--- src/rtl/inst_buffer_if.sv ---
`default_nettype none
// ============================================================================
//  Module      : inst_buffer_pkg / inst_buffer_if
//  Description : Fetch-packet type shared by fetch, the instruction buffer and
//                dispatch, plus the bundle of signals between the
//                instruction buffer and its neighbours.
//                  master : fetch/dispatch side (drives squash, packet, pop)
//                  slave  : instruction buffer (drives full/empty/head/count)
//  Revision    : 1.0 - initial release
// ============================================================================
package inst_buffer_pkg;

  typedef struct packed {
    logic [31:0] inst;
    logic [31:0] PC;
    logic [31:0] NPC;
    logic        valid;
  } IF_IB_PACKET;

endpackage

interface inst_buffer_if #(
  parameter int DEPTH = 8
);
  import inst_buffer_pkg::*;

  localparam int CNT_W = $clog2(DEPTH) + 1;

  logic              squash;
  IF_IB_PACKET       if_ib_packet;
  logic              dp_pop;
  logic              ib_full;
  logic              ib_empty;
  IF_IB_PACKET       ib_dp_packet;
  logic [CNT_W-1:0]  ib_count;
  logic              overflow_err;

  modport master (
    output squash, if_ib_packet, dp_pop,
    input  ib_full, ib_empty, ib_dp_packet, ib_count, overflow_err
  );

  modport slave (
    input  squash, if_ib_packet, dp_pop,
    output ib_full, ib_empty, ib_dp_packet, ib_count, overflow_err
  );

endinterface
`default_nettype wire

--- src/rtl/inst_buffer.sv ---
`default_nettype none
// ============================================================================
//  Module      : inst_buffer
//  Description : Circular instruction FIFO between fetch and dispatch. Holds
//                fetch packets in program order, raises back-pressure one
//                entry early, and flushes in a single cycle on squash.
//  Ports       : clock, reset (sync, active-high)
//                ib.squash        flush all entries
//                ib.if_ib_packet  incoming fetch packet (push when .valid)
//                ib.dp_pop        dispatch consumes the head entry
//                ib.ib_full       back-pressure to fetch (count >= DEPTH-1)
//                ib.ib_empty      no entry at head
//                ib.ib_dp_packet  head entry, .valid = !ib_empty
//                ib.ib_count      occupancy 0..DEPTH
//                ib.overflow_err  sticky: a push was dropped while full
//  Revision    : 1.0 - initial release
// ============================================================================
module inst_buffer
  import inst_buffer_pkg::*;
#(
  parameter int DEPTH = 8
) (
  input  logic          clock,
  input  logic          reset,
  inst_buffer_if.slave  ib
);

  localparam int                PTR_W  = $clog2(DEPTH);
  localparam int                CNT_W  = $clog2(DEPTH) + 1;
  localparam logic [CNT_W-1:0]  CNT_MAX = CNT_W'(DEPTH);
  localparam logic [CNT_W-1:0]  CNT_HI  = CNT_W'(DEPTH - 1);

  IF_IB_PACKET       mem [DEPTH];
  logic [PTR_W-1:0]  head;
  logic [PTR_W-1:0]  tail;
  logic [CNT_W-1:0]  count;
  logic              overflow;

  logic              empty;
  logic              push_req;
  logic              push;
  logic              pop;
  IF_IB_PACKET       head_pkt;

  assign empty    = (count == '0);
  assign push_req = ib.if_ib_packet.valid;
  assign pop      = ib.dp_pop && !empty;
  // A full buffer still accepts a push when the head leaves in the same cycle.
  assign push     = push_req && ((count < CNT_MAX) || pop);

  always_ff @(posedge clock) begin
    if (reset) begin
      head     <= '0;
      tail     <= '0;
      count    <= '0;
      overflow <= 1'b0;
      // Cleared so the head fields never show X while the buffer is empty.
      for (int i = 0; i < DEPTH; i++) begin
        mem[i] <= '0;
      end
    end else if (ib.squash) begin
      // Same-cycle push/pop are discarded; the sticky error is left alone.
      head  <= '0;
      tail  <= '0;
      count <= '0;
    end else begin
      if (push) begin
        mem[tail] <= ib.if_ib_packet;
        tail      <= tail + 1'b1;
      end
      if (pop) begin
        head <= head + 1'b1;
      end
      count <= count + CNT_W'(push) - CNT_W'(pop);
      if (push_req && !push) begin
        overflow <= 1'b1;
      end
    end
  end

  // Stored entries always carry valid=1 and cleared ones valid=0, so gating
  // the stored bit with !empty yields exactly !empty.
  always_comb begin
    head_pkt       = mem[head];
    head_pkt.valid = mem[head].valid && !empty;
  end

  assign ib.ib_dp_packet = head_pkt;
  assign ib.ib_empty     = empty;
  // One entry of headroom covers the packet fetch already has in flight.
  assign ib.ib_full      = (count >= CNT_HI);
  assign ib.ib_count     = count;
  assign ib.overflow_err = overflow;

endmodule
`default_nettype wire
--- src/flat_wrapper.sv ---
// flat-port wrapper written by rule: the top's interface ports become plain ports
module inst_buffer_flat import inst_buffer_pkg::*;
#(
  parameter int DEPTH = 8
)
  (clock, reset, ib_squash, ib_if_ib_packet, ib_dp_pop, ib_ib_full, ib_ib_empty, ib_ib_dp_packet, ib_ib_count, ib_overflow_err);
  inst_buffer_if #(.DEPTH(DEPTH)) ib_i ();
  input  logic clock;
  input  logic reset;
  input wire logic [$bits(ib_i.squash)-1:0] ib_squash;
  input wire logic [$bits(ib_i.if_ib_packet)-1:0] ib_if_ib_packet;
  input wire logic [$bits(ib_i.dp_pop)-1:0] ib_dp_pop;
  output wire logic [$bits(ib_i.ib_full)-1:0] ib_ib_full;
  output wire logic [$bits(ib_i.ib_empty)-1:0] ib_ib_empty;
  output wire logic [$bits(ib_i.ib_dp_packet)-1:0] ib_ib_dp_packet;
  output wire logic [$bits(ib_i.ib_count)-1:0] ib_ib_count;
  output wire logic [$bits(ib_i.overflow_err)-1:0] ib_overflow_err;
  assign ib_i.squash = ib_squash;
  assign ib_i.if_ib_packet = ib_if_ib_packet;
  assign ib_i.dp_pop = ib_dp_pop;
  assign ib_ib_full = ib_i.ib_full;
  assign ib_ib_empty = ib_i.ib_empty;
  assign ib_ib_dp_packet = ib_i.ib_dp_packet;
  assign ib_ib_count = ib_i.ib_count;
  assign ib_overflow_err = ib_i.overflow_err;
  inst_buffer #(.DEPTH(DEPTH)) u_core (.clock(clock), .reset(reset), .ib(ib_i));
endmodule
--- config.mk ---
export PLATFORM = sky130hd
export DESIGN_NAME = inst_buffer_flat
export DESIGN_NICKNAME = d
export VERILOG_FILES = /design/src/rtl/inst_buffer_if.sv /design/src/rtl/inst_buffer.sv /design/src/flat_wrapper.sv
export SDC_FILE = /design/constraint.sdc
export NUM_CORES = 1
export LEC_CHECK = 0
export CELL_PAD_IN_SITES_DETAIL_PLACEMENT = 1
export CELL_PAD_IN_SITES_GLOBAL_PLACEMENT = 1
export CORE_MARGIN = 2
export CORE_UTILIZATION = 45
export CTS_CLUSTER_SIZE = 28
export DETAILED_ROUTE_END_ITERATION = 10
export PLACE_DENSITY = 0.76
export SLEW_MARGIN = 15
export SYNTH_ARGS = -nofsm -noshare
export SYNTH_HDL_FRONTEND = slang
export SYNTH_SLANG_ARGS = --single-unit
--- constraint.sdc ---
create_clock -name clock -period 7.6 [get_ports clock]
set_clock_uncertainty 0.15 [all_clocks]
set_input_delay 1.52 -clock clock [delete_from_list [all_inputs] [get_ports clock]]
set_output_delay 1.52 -clock clock [all_outputs]
set_load 0.03 [all_outputs]
[Word-level counts from Yosys, hierarchy flattened]
Memory sizes are Yosys's and may differ from the RTL's. A register that Yosys moved wholly into a read port is not among the register bits.
Index checks and enable logic that the tools add are counted.
Word-level totals
  logic and storage cells: 34
  register bits after elaboration: 11
  bits in writable memories: 776
  output and inout bits: 104
  memories: 1
Cells by class
  order comparisons: 2
  multiplexer cells: 11
  bitwise gates (word level): 1
  $add $sub $neg: 4
  reductions and logical operators: 11
Memories
  u_core.mem: words 8, width 97, read ports 1, clocked after Yosys merged registers in 1, write ports 8, line inst_buffer.sv:33  | IF_IB_PACKET mem [DEPTH];
Operator list (count)
  two-way mux 97 bit: 1
  OR reduction 97 bit: 1
  two-way mux 3 bit: 3
  two-way mux 1 bit: 7
  adder 3 x 1 -> 3 bit (second input constant): 2
  adder 4 x 1 -> 4 bit: 1
  >= comparator 4 x 3 -> 1 bit (second input constant): 1
  logical AND 1 bit: 4
  logical NOT 4 bit: 1
  less-than comparator 4 bit (second input constant): 1
  subtractor 4 x 1 -> 4 bit: 1
  logical NOT 1 bit: 2
  AND reduction 2 bit: 1
  OR reduction 2 bit: 1
  logical OR 1 bit: 1
  NOT 1 bit: 1

[Longest topological paths before layout]
  word-level depth: 11
  gate-level depth with buffers: 12
  mapped depth without buffers: 12

[Worst setup path before layout]
No wires, ideal clock.
  path kind: input -> register
  start point: input ib_dp_pop
  end point: memory u_core.mem[2][0] (netlist name) (enable)
  cell stages on the path: 4
  path buffers: 1
  path slack: 0.330 ns
  data arrival time: 6.547 ns
  library setup time: 0.573 ns
  cells stage by stage: nand2b_1 > clkbuf_1 > nand4_1 > o21bai_1
RTL lines
  from (decl): line flat_wrapper.sv:12  | input wire logic [$bits(ib_i.dp_pop)-1:0] ib_dp_pop;
  to (decl): line inst_buffer.sv:33

==> impl_metrics.json <==
{
  "post_cts_buffers": 0,
  "ir_drop_v": 0.0001589,
  "p_per_area_nw_per_um2": 264.1,
  "core_um2": 74820,
  "hp-class": "register to register",
  "slew_viol_final": 0,
  "synth_nets": 2416,
  "dieArea_um2": 78080,
  "synth_top_area_share": 0.6826,
  "ys.flop_type": "edfxtp_1",
  "place_hpwl_um": 49300,
  "io_buffers": 204,
  "drt-initial-drc-count": 1788,
  "max-slew-margin-rel": 0.1521,
  "path_clk_slew_ps": 60,
  "ios": 205,
  "ys_async_sr_fraction": 0,
  "cp_max_fo": 52,
  "ant_nets": 0,
  "drc": 0,
  "fill_cells": 7153,
  "fin_tns_setup_ps": 0,
  "finalCritPeriodShare": 0.7159,
  "synth.area.top_cells": "edfxtp_1 (68%), mux4_2 (13%), nor2_1 (8.6%)",
  "synth_edf_count": 776,
  "setup_violations": 0,
  "drive_gt1_frac": 0.1760,
  "yosysTopAreaCell": "edfxtp_1",
  "critPathMaxStageDelay_ps": 880,
  "grt_pass1_vias": 22160,
  "cts_tree": "built",
  "crit_buf_inv": 2,
  "crit_chain": "buf_4 > mux4_2 > mux2_2 > clkdlybuf4s50_1",
  "critPathKind": "register to primary output",
  "hold_viol_final": 0,
  "grt_pass1_wl_um": 139600,
  "tightest_slew_ps": 1272,
  "fin_crit_ps": 5440,
  "insertion_delay_ps": 640,
  "area_delta_synth_final_pct": 15.90,
  "slowest_stage": "dfxtp_4",
  "rsz0062_at_grt": "false",
  "antenna_found_initial": 6,
  "arrival_ps": 3770,
  "synth_seq_area_share": 0.6908,
  "synth_seq_cells": 790,
  "cp-end-kind": "primary output",
  "grt_max_degree": 195,
  "vias_per_cell": 5.798,
  "dieWidth_um": 279.4,
  "clock_path_buffers": 3,
  "num_rows": 100,
  "initial_utilization": 0.4563,
  "nets": 2563,
  "synth_cell_types": 35,
  "grtUsageTotal": 0.2401,
  "clock_sinks": 790,
  "start_kind": "register",
  "syn_area_um2": 34140,
  "globalplace.congestion": 0.7318,
  "numCtsBuffers": 82,
  "h-tree-depth": 3,
  "ys_warn_count": 0,
  "final_core_util": 0.5288,
  "leakagePower_nw": 13.43,
  "routed_wl_um": 93180,
  "root_buffer": "clkbuf_16",
  "fmax_mhz": 183.8,
  "die_h_um": 279.4,
  "hold_buffers": 0,
  "avgSynthCellArea_um2": 14.80,
  "worst_ep_required_time_ps": 5930,
  "status": "completed",
  "cap_violations": 0,
  "postSynthCellCount": 2306,
  "wire_per_inst_um": 26.75,
  "dr_total_vias": 20200,
  "first_pass_iters": 5,
  "ctsResizeCount": 0,
  "overflow": 0,
  "crit_family": "buffers and inverters"
}
==> worst reg2reg max path, cell delays in order, from the launching register on <==
cell	delay [ps]
dfxtp_1	420
inv_1	130
ha_1	220
nand4bb_1	290
nand4_1	480
o21bai_4	1020
buf_12	390
==> metal layers <==
| layer | routed length [um] | global-route usage | up-vias |
|---|---|---|---|
| met5 | 33 | 0 | - |
| met4 | 2255 | 0.07665 | 4 |
| met3 | 5330 | 0.03453 | 135 |
| met2 | 48440 | 0.4185 | 699 |
| met1 | 37120 | 0.3117 | 10670 |
| li1 | - | - | 8693 |
==> cells by family (layout without fill, tap and decap cells) <==
| group | count (synthesis) | after routing | share of synthesized area |
|---|---|---|---|
| adders and majority gates | 9 | 9 | 0.003519 |
| DFF | 790 | 790 | 0.6908 |
| other | 0 | 3 | 0 |
| AOI/OAI and AO/OA | 23 | 23 | 0.004435 |
| buffers and inverters | 181 | 387 | 0.02679 |
| xor gates and xnor gates | 1 | 1 | 0.0002566 |
| muxes | 293 | 293 | 0.1605 |
| and+or+nand+nor | 1009 | 1009 | 0.1137 |
==> registers in the layout (all words and copies together), names as in the netlist, named ones only <==
name / count
u_core.mem: 776
u_core.head: 3
u_core.ib.overflow_err: 1
u_core.ib.ib_count: 4
u_core.tail: 3
==> area by class of cell <==
class	count	area [um^2]	area share
multi-input combinational	1335	9732	0.2460
clock inverter	38	332.8	0.008411
antenna	3	7.507	0.0001897
sequential	790	23600	0.5964
timing repair buffer	231	2432	0.06147
tap	969	1212	0.03064
clock buffer	105	2202	0.05565
inverter	13	51.30	0.001296
==> synthesized netlist by cell type, types with 3 or more instances <==
master,n
nor2_1,782
edfxtp_1,776
nand2_1,197
mux4_2,194
mux2_2,96
buf_2,80
clkbuf_1,63
buf_6,18
dfxtp_1,14
inv_1,13
a21oi_1,8
ha_1,8
nand4_1,8
o21bai_1,8
buf_1,7
mux2i_1,3
nand2b_1,3
o31ai_1,3
==> where the power goes <==
part	switching [mW]	internal, mW
Clock	1.64	2.24
Combinational	0.846	0.632
Sequential	0.0916	5.00
Total	2.58	7.87
==> cell usage in the layout (no fill, tap or decap), drive strengths merged, types with 3 or more instances in the layout <==
cell and n:
a21oi 8, diode 3, ha 8, edfxtp 776, nand2 197, buf 27, o21bai 8, inv 15
clkbuf 105, bufinv 6, mux2i 3, clkinv 29, mux2 96, nand2b 3, nand4 8, clkdlybuf4s50 204
dfxtp 14, mux4 194, nor2 782, o31ai 3
==> worst paths after layout <==
kind                           from                     end  slack [ps]  cells past startpoint
max reg2reg   u_core.ib.ib_count[3]       u_core.mem[2][94]        3880                      6
max                        register     ib_ib_dp_packet[81]        2160                      4
min reg2reg  u_core.ib.overflow_err  u_core.ib.overflow_err         310                      2
min          u_core.ib.overflow_err  u_core.ib.overflow_err         310                      2
==> through the flow <==
stage	hold WS (ps)	instance area [um^2]	power, mW	std cells	setup WS (ps)
floorplan	302.9	34140	6.129	2306	330.2
global placement	298.4	37030	6.634	3338	2606
detailed placement	297.4	37030	6.670	3338	2560
CTS	310.5	39560	10.53	3481	2134
global route	342.0	39570	10.77	3484	2072
finish	307.5	39570	10.45	3484	2160
Power figures use the tool's default switching activity.
